[src/rtl/div_ctrl.sv]
// div_ctrl: sequencing controller for the multi-cycle divider in EX.
// Accepts DIV/DIVU, latches operands, drives the divider start/cancel
// handshake, stalls the pipeline while a divide is in flight and retires
// the {remainder, quotient} result as a one-cycle HI/LO write.
//
// Handshake: div_start_out is a level held from the first BUSY cycle until
// the cycle div_ready_in is seen; div_ready_in is a one-cycle pulse with
// div_res_in valid in that same cycle and is ignored outside BUSY.
// div_cancel_out is a one-cycle pulse in the cycle after a flush is seen in
// BUSY. hilo_we_out is a one-cycle pulse in DONE, killed by a same-cycle flush.
module div_ctrl #(
  parameter int REG_W = 32,
  parameter int RES_W = 64
) (
  input  logic             clk,
  input  logic             rst_n,
  input  logic             ex_div_op_in,
  input  logic             ex_signed_in,
  input  logic [REG_W-1:0] ex_rs_in,
  input  logic [REG_W-1:0] ex_rt_in,
  input  logic             flush_in,
  output logic             signed_div_out,
  output logic [REG_W-1:0] dived_out,
  output logic [REG_W-1:0] div_out,
  output logic             div_start_out,
  output logic             div_cancel_out,
  input  logic [RES_W-1:0] div_res_in,
  input  logic             div_ready_in,
  output logic             stall_req_out,
  output logic             hilo_we_out,
  output logic [REG_W-1:0] hi_out,
  output logic [REG_W-1:0] lo_out
);

  typedef enum logic [1:0] {
    IDLE = 2'd0,
    BUSY = 2'd1,
    DONE = 2'd2
  } state_t;

  state_t state_q;
  state_t state_d;

  logic req_ok;
  logic rt_zero;

  assign req_ok  = ex_div_op_in & ~flush_in;
  assign rt_zero = (ex_rt_in == '0);

  // State register.
  always_ff @(posedge clk or negedge rst_n) begin
    if (!rst_n) begin
      state_q <= IDLE;
    end else begin
      state_q <= state_d;
    end
  end

  // Next-state logic and combinational outputs; flush beats ready in BUSY.
  always_comb begin
    state_d       = state_q;
    stall_req_out = 1'b0;
    hilo_we_out   = 1'b0;
    case (state_q)
      IDLE: begin
        stall_req_out = req_ok;
        if (req_ok) begin
          state_d = rt_zero ? DONE : BUSY;
        end
      end
      BUSY: begin
        stall_req_out = 1'b1;
        if (flush_in) begin
          state_d = IDLE;
        end else if (div_ready_in) begin
          state_d = DONE;
        end
      end
      DONE: begin
        // Pipeline advances this cycle; a request is never accepted here.
        hilo_we_out = ~flush_in;
        state_d     = IDLE;
      end
      default: begin
        state_d = IDLE;
      end
    endcase
  end

  // Operand latch, start/cancel handshake and result capture.
  always_ff @(posedge clk or negedge rst_n) begin
    if (!rst_n) begin
      signed_div_out <= 1'b0;
      dived_out      <= '0;
      div_out        <= '0;
      div_start_out  <= 1'b0;
      div_cancel_out <= 1'b0;
      hi_out         <= '0;
      lo_out         <= '0;
    end else begin
      div_cancel_out <= 1'b0;
      case (state_q)
        IDLE: begin
          if (req_ok) begin
            if (rt_zero) begin
              // Divide by zero: divider untouched, architected result is 0/0.
              hi_out <= '0;
              lo_out <= '0;
            end else begin
              signed_div_out <= ex_signed_in;
              dived_out      <= ex_rs_in;
              div_out        <= ex_rt_in;
              div_start_out  <= 1'b1;
            end
          end
        end
        BUSY: begin
          if (flush_in) begin
            div_start_out  <= 1'b0;
            div_cancel_out <= 1'b1;
          end else if (div_ready_in) begin
            div_start_out <= 1'b0;
            hi_out        <= div_res_in[RES_W-1:REG_W];
            lo_out        <= div_res_in[REG_W-1:0];
          end
        end
        default: begin
          div_start_out <= 1'b0;
        end
      endcase
    end
  end

endmodule

[config.mk]
export PLATFORM = sky130hd
export DESIGN_NAME = div_ctrl
export DESIGN_NICKNAME = d
export VERILOG_FILES = /design/src/rtl/div_ctrl.sv
export SDC_FILE = /design/constraint.sdc
export NUM_CORES = 1
export LEC_CHECK = 0
export BUFFER_PORTS_ARGS = -buffer_cell sky130_fd_sc_hd__clkbuf_2
export CAP_MARGIN = 5
export CORE_MARGIN = 2
export CORE_UTILIZATION = 50
export DETAILED_ROUTE_END_ITERATION = 7
export PLACE_DENSITY_LB_ADDON = 0.3
export SETUP_SLACK_MARGIN = 0.15
export SYNTH_ARGS = -nofsm -noshare
export SYNTH_HDL_FRONTEND = slang
export SYNTH_SLANG_ARGS = --single-unit
[constraint.sdc]
create_clock -name clk -period 2.5 [get_ports clk]
set_input_delay 0.625 -clock clk [delete_from_list [all_inputs] [get_ports clk]]
set_output_delay 0.625 -clock clk [all_outputs]
set_load 0.05 [all_outputs]
# [Word level (Yosys, flattened, before mapping)]
# Cells that the tools add are included.
[word_totals] regBits=133 inputBits=134 out_inout_bits=133 word_cells=48
[op_classes] eq_ne=8 mux=22 n_bitwise=3 reduce_logical=7
[ops] cell="$mux W32" n=6
[ops] cell="$pmux W32 S2" n=2
[ops] cell="$logic_not A32 Y1" n=1
[ops] cell="$ne A2 B2 Y1 const B" n=5
[ops] cell="$mux W2" n=4
[ops] cell="$mux W1" n=7
[ops] cell="$reduce_and A3 Y1" n=2
[ops] cell="$reduce_and A5 Y1" n=1
[ops] cell="$pmux W1 S2" n=2
[ops] cell="$pmux W2 S2" n=1
[ops] cell="$ne A3 B3 Y1 const B" n=1
[ops] cell="$eq A2 B1 Y1 const B" n=1
[ops] cell="$eq A2 B2 Y1 const B" n=1
[ops] cell="$logic_not A2 Y1" n=1
[ops] cell="$not A1 Y1" n=2
[ops] cell="$reduce_and A2 Y1" n=1
[ops] cell="$reduce_bool A2 Y1" n=1
[ops] cell="$and A1 B1 Y1" n=1

# [Depth between registers and ports, before layout]
[depth] ltp_word=4 ltp_mapped=7 mapped_depth_nobuf=4

# [Worst setup path before layout]
# Ideal clock, no wire load.
[synth_path] kind="reg-to-output" from="reg state_q[0]" to="out hilo_we_out" arrival_time_ns=1.868 t_required_ns=1.875 path_slack_ns=0.007 path_stages_with_launch=4 path_buffers=2 cell_sequence="dfrtp_1 > clkbuf_1 > clkbuf_1 > nor3b_1"
[synth_via] elab_chain_cells=2
[synth_rtl] element="start: declaration" line_no="41" source="state_t state_q;"
[synth_rtl] element="start signal: assignment" line_no="55" source="state_q <= state_d;"
[synth_rtl] element="$eq A2 B2 Y1" line_no="64" source="case (state_q)"
[synth_rtl] element="$mux W1" line_no="64"
[synth_rtl] element="end: declaration" line_no="30" source="output logic hilo_we_out,"
# Every way passes these cells.

# [Worst setup path in the final report]
# Ends and elaborated chain as after synthesis.

==> results.tsv <==
stage	metric	value	unit
sta	final.min_clock_period	2.258	ns
setup_path	cp.required	1.88	ns
setup_path	endpoint_kind	primary output	
placed_design	port_buffers	266	
cells_and_area	drive_gt1_share	46.78	%
cts	cts_max_level	4	
setup_path	crit_fanout	22	
power_and_ir_drop	total_power	7.103	mW
logic_synthesis	ys_ff_latch	133	
cts	cts_buffer_depth	2	
global_route	first_global_vias	4621	
cells_and_area	antenna_cells	0	
cells_and_area	syn2layout_area_growth	37.77	%
cells_and_area	ff_latch_area	3328	sq um
logic_synthesis	yosysSeqAreaShare	59.16	%
placed_design	place_congestion	0.8654	
sta	setup_violations	0	
global_route	grt_use_total	24.71	%
cells_and_area	fin_nets	851	
logic_synthesis	synth_top_area_cell	dfrtp_1	
routing	drt_iter0_drc	284	
setup_path	path_class	register to primary output	
global_route	overflow	0	
routing	wl	14880	um
routing	num_vias	4666	
floorplan	rows	38	
sta	max_freq	0.4428	GHz
cts	insertion_delay	0.51	ns
global_route	antenna_found_initial	0	
routing	drtPass1Iterations	4	
sta	finalHoldViolations	0	
cells_and_area	multi_input_area	2160	sq um
sta	max_slew_margin	34.22	%
logic_synthesis	syn_nets	589	
placed_design	placedCellCount	838	
global_route	grt_max_degree	89	
logic_synthesis	synthCells	455	
power_and_ir_drop	worst_ir_drop_vdd	0.6104	mV
cts	postCtsSetupBuffers	0	
sta	rsz0062_at_grt	no	
cts	numCtsBuffers	17	
setup_path	worst_ep_arrival_time	1.63	ns
floorplan	dieArea	12120	sq um
setup_path	worstSetupStartpointType	register	
sta	tightestPinTransition	0.9830	ns
floorplan	boundaryPins	267	
sta	fin_crit_sh	90.33	%
power_and_ir_drop	cellPowerDensity	916.5	nW/um^2
power_and_ir_drop	cellLeakagePower	3.887	nW
floorplan	core-area	10890	sq um
routing	avgViaCountPerCell	5.369	
logic_synthesis	synth.distinct_cells	25	
sta	fin_worst_skew	0.007192	ns
routing	remaining_drc_errors	0	
run_status	status	finished, final reports clean	
routing	wire_per_inst	17.13	um
floorplan	initial_core_util	51.67	%
floorplan	die_h	110.1	um
logic_synthesis	synth.avg_cell_area	12.36	sq um
cts	cts_root_buf	clkbuf_8	
logic_synthesis	synth_top_area_share	59.16	%
logic_synthesis	ys_top_cells_by_area	dfrtp_1 (59%), a22oi_1 (8.5%), mux2_1 (7.8%)	
global_route	grt_pass1_wl	22700	um
floorplan	die_x	110.1	um
cells_and_area	finalNonFillerCells	869	
flow_run	maxCapViolCount	0	
cts	clock_sinks	133	
logic_synthesis	syn_area	5625	sq um
routing	ant_nets	0	
cts	cts_tree	built	
cells_and_area	fillers	796	
placed_design	dp_hpwl	10370	um
worst_hold_path	hold_class	primary input to asynchronous set/reset pin	
sta	slew_viol_final	0	
logic_synthesis	synth_warnings	0	
cts	clkSlewWorstSetupHoldPaths	0.06	ns
sta	finalSetupTns	0	ns
-- metrics by stage --
| stage | hold WS (ns) | setup slack [ns] | utilization [%] | cell area (sq um) |
|---|---|---|---|---|
| 3_3_place_gp | 0.4724 | 0.02936 | 65.90 | 7176 |
| 4_1_cts | 0.1655 | 0.1598 | 71.16 | 7747 |
| 3_5_place_dp | 0.4809 | -0.05002 | 65.90 | 7176 |
| 6_report | 0.1547 | 0.2416 | 71.18 | 7750 |
| 2_1_floorplan | 0.3294 | 0.3775 | - | 5630 |
| 5_1_grt | 0.1769 | 0.1579 | 71.18 | 7750 |
-- flip-flops by register name (all words and copies together) (netlist names) --
register / count
state_q: 2
signed_div_out: 1
lo_out: 32
div_out: 32
div_start_out: 1
hi_out: 32
div_cancel_out: 1
dived_out: 32
-- critical path, stage by stage, from the launching register on --
cell and delay, ns:
dfrtp_1 0.44, buf_4 0.23, nor3b_2 0.19, clkbuf_4 0.26
-- layout by cell type, fill, tap and decap left out, types with 2 or more instances in the layout --
| cell type | netlist | final |
|---|---|---|
| clkbuf_2 | 0 | 263 |
| dfrtp_1 | 133 | 133 |
| o21ai_0 | 67 | 66 |
| nand2b_1 | 65 | 65 |
| a22oi_1 | 64 | 64 |
| mux2_1 | 39 | 39 |
| mux2_2 | 26 | 26 |
| clkbuf_16 | 0 | 16 |
| buf_4 | 1 | 9 |
| nor4_1 | 8 | 8 |
| buf_12 | 0 | 6 |
| clkinvlp_4 | 0 | 4 |
| clkbuf_8 | 0 | 3 |
| nor2_1 | 3 | 2 |
| nand4_1 | 2 | 2 |
| inv_6 | 0 | 2 |
| clkinv_2 | 0 | 2 |
| bufinv_16 | 0 | 2 |
-- power breakdown --
part	internal [mW]	leakage [nW]	total, mW	switching, mW
Combinational	0.566	2.21	2.08	1.51
Clock	1.47	0.270	2.39	0.925
Sequential	2.45	1.41	2.63	0.184
Total	4.48	3.89	7.10	2.62
-- routing by layer --
layer / share of wire (%) / wire, um / global-route usage [%]
met5: 0 / 0 / 0
met4: 2.9 / 435 / 12.39
met2: 50 / 7464 / 40.84
met1: 40 / 5885 / 29.57
met3: 7.4 / 1097 / 6.996
-- synth_stat cells --
master      n
buf_4       1
o211ai_2    1
a21boi_0    1
nor3b_1     2
o21ai_0    67
and2_0      1
nor4_1      8
nor4bb_1    1
inv_1       1
nor2b_1     1
a21oi_1     1
buf_6       4
nor2_1      3
nand2b_1   65
mux2_1     39
clkbuf_1   16
a22oi_1    64
mux2_2     26
o21ba_2     1
buf_1       5
dfrtp_1   133
nand4_1     2
nand2_1     1
buf_2      10
nand3b_1    1
-- cell type report --
class                      count  area share, %
timing repair buffer         279          19.50
clock inverter                11          1.631
tap                          140          2.260
clock buffer                  20          5.747
sequential                   133          42.94
multi-input combinational    285          27.87
inverter                       1        0.04843
-- final timing paths --
path,cells past startpoint,start,slack (ns),endpoint
max,3,state_q[0],0.24,hilo_we_out
min,2,rst_n,0.15,div_out[30]
max reg2reg,5,state_q[0],0.49,hi_out[18]
min reg2reg,1,dived_out[17],0.49,dived_out[17]
max in group asynchronous,2,rst_n,1.89,hi_out[4]
min in group clk,2,ex_rs_in[15],0.32,dived_out[15]
-- cell families after synthesis --
group                  Yosys count  share of synthesized area (%)
muxes                           65                          13.01
buffers and inverters           37                          3.292
DFF                            133                          59.16
AOI/OAI and AO/OA              135                          15.12
and+or+nand+nor                 85                          9.408
-- repair_timing --
action,4_1_cts,5_1_grt
setup endpoints to repair,0,1
resized for setup,0,2
hold buffers,0,0
No activity file was read; power rests on OpenSTA's default activity.
